`src/rtl/data_ram_arbiter_pkg.sv`:
```
// data_ram_arbiter_pkg
//   Shared types for the data RAM arbiter: FSM state encoding and the
//   owner codes that identify which master holds the current access.
package data_ram_arbiter_pkg;

  // IDLE -> ACCESS -> RESP -> IDLE; one access every three cycles.
  typedef enum logic [1:0] {
    ARB_IDLE   = 2'b00,
    ARB_ACCESS = 2'b01,
    ARB_RESP   = 2'b10
  } arb_state_e;

  typedef enum logic {
    ARB_M0 = 1'b0,
    ARB_M1 = 1'b1
  } arb_owner_e;

endpackage

```
`src/rtl/data_ram_arbiter_rr_arbiter2.sv`:
```
// rr_arbiter2
//   Combinational winner select between two requesters.
//   Ports:
//     req_i        [1:0] request vector, bit 0 = master 0, bit 1 = master 1
//     last_grant_i       master served by the previous completed access
//     valid_o            at least one request is present
//     winner_o           selected master (ARB_M0 when nothing is requested)
//   With ROUND_ROBIN != 0 a tie goes to the master that was not served last;
//   otherwise master 0 wins every tie.
module rr_arbiter2
  import data_ram_arbiter_pkg::*;
#(
  parameter int ROUND_ROBIN = 1
) (
  input  logic [1:0] req_i,
  input  arb_owner_e last_grant_i,
  output logic       valid_o,
  output arb_owner_e winner_o
);

  always_comb begin
    valid_o  = |req_i;
    winner_o = ARB_M0;
    case (req_i)
      2'b10:   winner_o = ARB_M1;
      2'b11: begin
        if ((ROUND_ROBIN != 0) && (last_grant_i == ARB_M0)) winner_o = ARB_M1;
      end
      default: winner_o = ARB_M0;
    endcase
  end

endmodule

```
`src/rtl/data_ram_arbiter.sv`:
```
// data_ram_arbiter
//   Shares the single-port data RAM between master 0 (CPU MEM stage) and
//   master 1 (DMA/debug). Each access runs IDLE -> ACCESS -> RESP: the
//   request is latched in IDLE, the RAM is enabled for exactly the ACCESS
//   cycle, and the owner's ack pulses during RESP.
//   Ports:
//     clk, rst                 clock; asynchronous active-low reset
//     mN_req_i/we_i/addr_i/    master N command (req held until ack)
//     mN_sel_i/wdata_i
//     mN_ack_o                 one-cycle completion pulse
//     m0_stall_o               m0_req_i & ~m0_ack_o, for the pipeline stall
//     rdata_o                  read data, valid while the matching ack is high
//     ram_ce_o/we_o/addr_o/    RAM command port
//     sel_o/wdata_o
//     ram_rdata_i              RAM read data (combinational from ram_addr_o)
//     busy_o                   FSM not in IDLE
module data_ram_arbiter
  import data_ram_arbiter_pkg::*;
#(
  parameter int  ADDR_W      = 32,
  parameter int  DATA_W      = 32,
  parameter int  ROUND_ROBIN = 1,
  localparam int SEL_W       = DATA_W / 8
) (
  input  logic              clk,
  input  logic              rst,
  input  logic              m0_req_i,
  input  logic              m0_we_i,
  input  logic [ADDR_W-1:0] m0_addr_i,
  input  logic [SEL_W-1:0]  m0_sel_i,
  input  logic [DATA_W-1:0] m0_wdata_i,
  output logic              m0_ack_o,
  output logic              m0_stall_o,
  input  logic              m1_req_i,
  input  logic              m1_we_i,
  input  logic [ADDR_W-1:0] m1_addr_i,
  input  logic [SEL_W-1:0]  m1_sel_i,
  input  logic [DATA_W-1:0] m1_wdata_i,
  output logic              m1_ack_o,
  output logic [DATA_W-1:0] rdata_o,
  output logic              ram_ce_o,
  output logic              ram_we_o,
  output logic [ADDR_W-1:0] ram_addr_o,
  output logic [SEL_W-1:0]  ram_sel_o,
  output logic [DATA_W-1:0] ram_wdata_o,
  input  logic [DATA_W-1:0] ram_rdata_i,
  output logic              busy_o
);

  arb_state_e        state_q, state_d;
  arb_owner_e        owner_q, owner_d;
  arb_owner_e        last_grant_q, last_grant_d;
  logic              we_q, we_d;
  logic [ADDR_W-1:0] addr_q, addr_d;
  logic [SEL_W-1:0]  sel_q, sel_d;
  logic [DATA_W-1:0] wdata_q, wdata_d;
  logic [DATA_W-1:0] rdata_q, rdata_d;

  logic              arb_valid;
  arb_owner_e        arb_winner;

  rr_arbiter2 #(
    .ROUND_ROBIN (ROUND_ROBIN)
  ) u_rr_arbiter2 (
    .req_i        ({m1_req_i, m0_req_i}),
    .last_grant_i (last_grant_q),
    .valid_o      (arb_valid),
    .winner_o     (arb_winner)
  );

  always_ff @(posedge clk or negedge rst) begin
    if (!rst) begin
      state_q      <= ARB_IDLE;
      owner_q      <= ARB_M0;
      last_grant_q <= ARB_M1;  // m0 wins the first tie after reset
      we_q         <= 1'b0;
      addr_q       <= '0;
      sel_q        <= '0;
      wdata_q      <= '0;
      rdata_q      <= '0;
    end else begin
      state_q      <= state_d;
      owner_q      <= owner_d;
      last_grant_q <= last_grant_d;
      we_q         <= we_d;
      addr_q       <= addr_d;
      sel_q        <= sel_d;
      wdata_q      <= wdata_d;
      rdata_q      <= rdata_d;
    end
  end

  always_comb begin
    state_d      = state_q;
    owner_d      = owner_q;
    last_grant_d = last_grant_q;
    we_d         = we_q;
    addr_d       = addr_q;
    sel_d        = sel_q;
    wdata_d      = wdata_q;
    rdata_d      = rdata_q;
    unique case (state_q)
      ARB_IDLE: begin
        if (arb_valid) begin
          state_d = ARB_ACCESS;
          owner_d = arb_winner;
          if (arb_winner == ARB_M1) begin
            we_d    = m1_we_i;
            addr_d  = m1_addr_i;
            sel_d   = m1_sel_i;
            wdata_d = m1_wdata_i;
          end else begin
            we_d    = m0_we_i;
            addr_d  = m0_addr_i;
            sel_d   = m0_sel_i;
            wdata_d = m0_wdata_i;
          end
        end
      end
      ARB_ACCESS: begin
        // The RAM read path is combinational from ram_addr_o, so the word is
        // already valid here; writes leave the read register untouched.
        state_d = ARB_RESP;
        if (!we_q) rdata_d = ram_rdata_i;
      end
      ARB_RESP: begin
        // Requests are ignored here so the acked master can drop or renew.
        state_d      = ARB_IDLE;
        last_grant_d = owner_q;
      end
      default: state_d = ARB_IDLE;
    endcase
  end

  // Command registers hold between accesses; only ce/we gate the RAM.
  assign ram_ce_o    = (state_q == ARB_ACCESS);
  assign ram_we_o    = (state_q == ARB_ACCESS) && we_q;
  assign ram_addr_o  = addr_q;
  assign ram_sel_o   = sel_q;
  assign ram_wdata_o = wdata_q;
  assign rdata_o     = rdata_q;

  assign m0_ack_o   = (state_q == ARB_RESP) && (owner_q == ARB_M0);
  assign m1_ack_o   = (state_q == ARB_RESP) && (owner_q == ARB_M1);
  assign m0_stall_o = m0_req_i && !m0_ack_o;
  assign busy_o     = (state_q != ARB_IDLE);

endmodule

```
`config.mk`:
```
export PLATFORM = sky130hd
export DESIGN_NAME = data_ram_arbiter
export DESIGN_NICKNAME = d
export VERILOG_FILES = /design/src/rtl/data_ram_arbiter_pkg.sv /design/src/rtl/data_ram_arbiter_rr_arbiter2.sv /design/src/rtl/data_ram_arbiter.sv
export SDC_FILE = /design/constraint.sdc
export NUM_CORES = 1
export LEC_CHECK = 0
export ABC_CLOCK_PERIOD_IN_PS = 3000
export CAP_MARGIN = 20
export CORE_ASPECT_RATIO = 1.25
export CORE_UTILIZATION = 39
export DETAILED_ROUTE_END_ITERATION = 8
export PLACE_DENSITY_LB_ADDON = 0.12
export SLEW_MARGIN = 20
export SYNTH_ARGS = -nofsm -noshare
export SYNTH_HDL_FRONTEND = slang
export SYNTH_SLANG_ARGS = --single-unit
```
`constraint.sdc`:
```
create_clock -name clk -period 3 [get_ports clk]
set_clock_uncertainty 0.05 [all_clocks]
set_input_delay 0.3 -clock clk [delete_from_list [all_inputs] [get_ports clk]]
set_output_delay 0.3 -clock clk [all_outputs]
set_load 0.005 [all_outputs]
```
==> impl_metrics.tcl <==
set metrics [dict create \
    status "finished clean" \
    synth_area_leaders "dfrtp_1, mux2_4, mux2_2, buf_12, buf_6" \
    root_buffer "clkbuf_16" \
    cp.required_ns 2.65 \
    min_from "state_q[1]" \
    cp_max_fo 4 \
    tritoncts "yes" \
    wl_per_cell_um 17.8 \
    max-vdd-ir-drop_mv 0.454 \
    clockBufferDepth 2 \
    final_cells 764 \
    die_area_um2 14400 \
    rsz0062_at_grt "false" \
    muxShareOfSynthArea_pct 45.0 \
    num_vias 3546 \
    diodes 0 \
    finalNetCount 762 \
    num_rows 47 \
    max_freq_mhz 500 \
    critPathArrivalTime_ns 1.65 \
    yosysUniqueCellTypes 19 \
    avgSynthCellArea_um2 17.6 \
    powerDensity_nw_per_um2 895 \
    synthXorXnorAreaFrac_pct 0 \
    drv_cap 0 \
    clkTransAtPathRegs_ns 0.07 \
    synth_top_area_share_pct 48.0 \
    leakagePower_uw 0.00381 \
    ys_seq_area_share_pct 48.5 \
    grt_overflow_total 0 \
    synth_cells 309 \
    numCtsBuffers 9 \
    rr_startpoint "state_q[1]" \
    setup_viol 0 \
    min_path_cells 1 \
    htreeDepth 3 \
    synthAdderAreaFrac_pct 0 \
    globalplace.congestion 0.743 \
    slowest_delay_ns 0.54 \
    period_needed_ns 2.00 \
    ys_ff_latch 105 \
    layout-drive-gt1-share_pct 33.1 \
    antenna_found_initial 0 \
    regToRegSetupSlack_ns 1.00 \
    path_class "flop to output pin" \
    hold_violations 0 \
    cts_resized 0 \
    clock_latency_ns 0.34 \
    post-dp-hpwl_um 10500 \
    totalWireLength_um 13600 \
    cp_top_family "buffers and inverters" \
    synth_nets 483 \
    maxSlewHeadroom_pct 55.1 \
    yosysTopAreaCell "dfrtp_1" \
    core-area_um2 13400 \
    grt_use_total_pct 18.9 \
    portBuffers 279 \
    tightest_slew_ns 0.673 \
    slowest_stage "clkdlybuf4s50_1" \
    end_kind "output pin" \
    power.total_uw 7690 \
    synthSimpleGateAreaFrac_pct 1.38 \
    cts.sinks 105 \
    fp.dieW_um 107 \
    ant_nets 0 \
    yosys_warnings 0 \
    die_y_um 134 \
    drc_errors 0 \
    min_path_type "flop to flop" \
    drt_iter0_drc 69 \
    dr.pass1.iters 4 \
    syn_area_um2 5430 \
    cp-start-kind "flop" \
    reg2reg_depth 4 \
    synth_top_family_by_area "multiplexers" \
    grt_pass1_vias 3844 \
    hold_path_end "state_q[1]" \
    final_max_slew_viol_count 0 \
    start_util_pct 40.5 \
    worstPathCellList "nand2b_1, nor2_1, clkdlybuf4s50_1" \
    ios 280 \
    grt_pass1_wl_um 20600 \
    synth_compound_area_share_pct 0.323 \
    finish.utilization_pct 64.1 \
    area_delta_synth_final_pct 58.4 \
    avgViaCountPerCell 4.64 \
    period_share_pct 66.7 \
    setup-tns-final_ns 0 \
    dp_cells 747 \
    grt_max_degree 56 \
    r2r_end "ram_wdata_o[6]" \
    path_buf_inv 1 \
]
report_power, final:
group	switching, µW	internal, µW
clock	515	587
combinational	1180	2840
sequential	412	2160
what timing repair did:
item                      in CTS  in global routing
hold endpoints to repair      49                  0
hold buffers                   1                  0
setup buffers                  0                  0
per-layer routing:
metal	share of wire (%)	vias to the layer above	track usage (%)
met3	7.0	16	4.23
met1	37	1722	20.6
met2	54	158	35.0
met5	0	-	0
met4	1.9	0	7.08
li1	-	1650	-
final cells by class:
class / instances / area [µm²]
multi-input combinational: 184 / 2540
clock buffer: 12 / 246
inverter: 1 / 3.75
clock inverter: 4 / 28.8
fill: 1047 / 4810
timing repair buffer: 287 / 2930
sequential: 105 / 2630
tap: 171 / 214
worst reg2reg max path, delay by kind of cell, from the launching register on:
kind / cells / cell delay [ns]
buffers and inverters: 1 / 0.27
multiplexers: 1 / 0.34
flip-flops: 1 / 0.40
AND/OR/NAND/NOR: 2 / 0.83
sequential cells by signal, indices dropped and copies added, names as in the netlist:
name          cells
owner_q           1
ram_sel_o         4
state_q           2
ram_wdata_o      32
rdata_o          32
last_grant_q      1
we_q              1
ram_addr_o       32
cells by family (layout without fill, tap and decap cells):
logic type	after synthesis	after routing
AOI/OAI and AO/OA	2	2
DFF	105	105
buffers and inverters	20	304
muxes	171	171
and+or+nand+nor	11	11
cell usage in the layout (no fill, tap or decap), types with 3 or more instances in the layout:
| cell type | Yosys | routed |
|---|---|---|
| clkdlybuf4s50_1 | 0 | 278 |
| mux2_4 | 138 | 138 |
| dfrtp_1 | 104 | 104 |
| mux2_2 | 31 | 31 |
| clkbuf_16 | 0 | 9 |
| buf_12 | 7 | 6 |
| nor2b_1 | 4 | 3 |
| nor2_1 | 3 | 3 |
cells in the mapped netlist:
cell type,n
mux2_4,138
dfrtp_1,104
mux2_2,31
buf_6,8
buf_12,7
nor2b_1,4
buf_4,3
nor2_1,3
a21bo_1,1
a21o_1,1
and2_1,1
clkbuf_2,1
dfstp_2,1
inv_1,1
mux2_1,1
mux2i_1,1
nand2b_1,1
nor2_8,1
or2_2,1
worst max path at each step:
stage,start,endpoint,slack [ns],depth (start not counted)
6_report,state_q[0],m0_ack_o,1.00,3
2_1_floorplan,last_grant_q,ram_addr_o[10],1.34,5
4_1_cts,state_q[1],ram_we_o,0.97,3
3_5_place_dp,m0_req_i,ram_wdata_o[2],0.76,5
5_1_grt,state_q[1],ram_we_o,0.88,3
3_3_place_gp,m0_req_i,ram_addr_o[14],0.79,5
metrics by stage:
step / setup WS, ns / area [µm²] / hold slack (ns)
after floorplan: 1.34 / 5430 / -0.0456
after global placement: 0.786 / 8310 / 0.325
after detailed placement: 0.758 / 8310 / 0.325
after CTS: 0.970 / 8590 / 0.430
after global routing: 0.876 / 8590 / 0.462
final: 1.00 / 8590 / 0.426
Note: power is estimated with default switching activity, not from simulation.
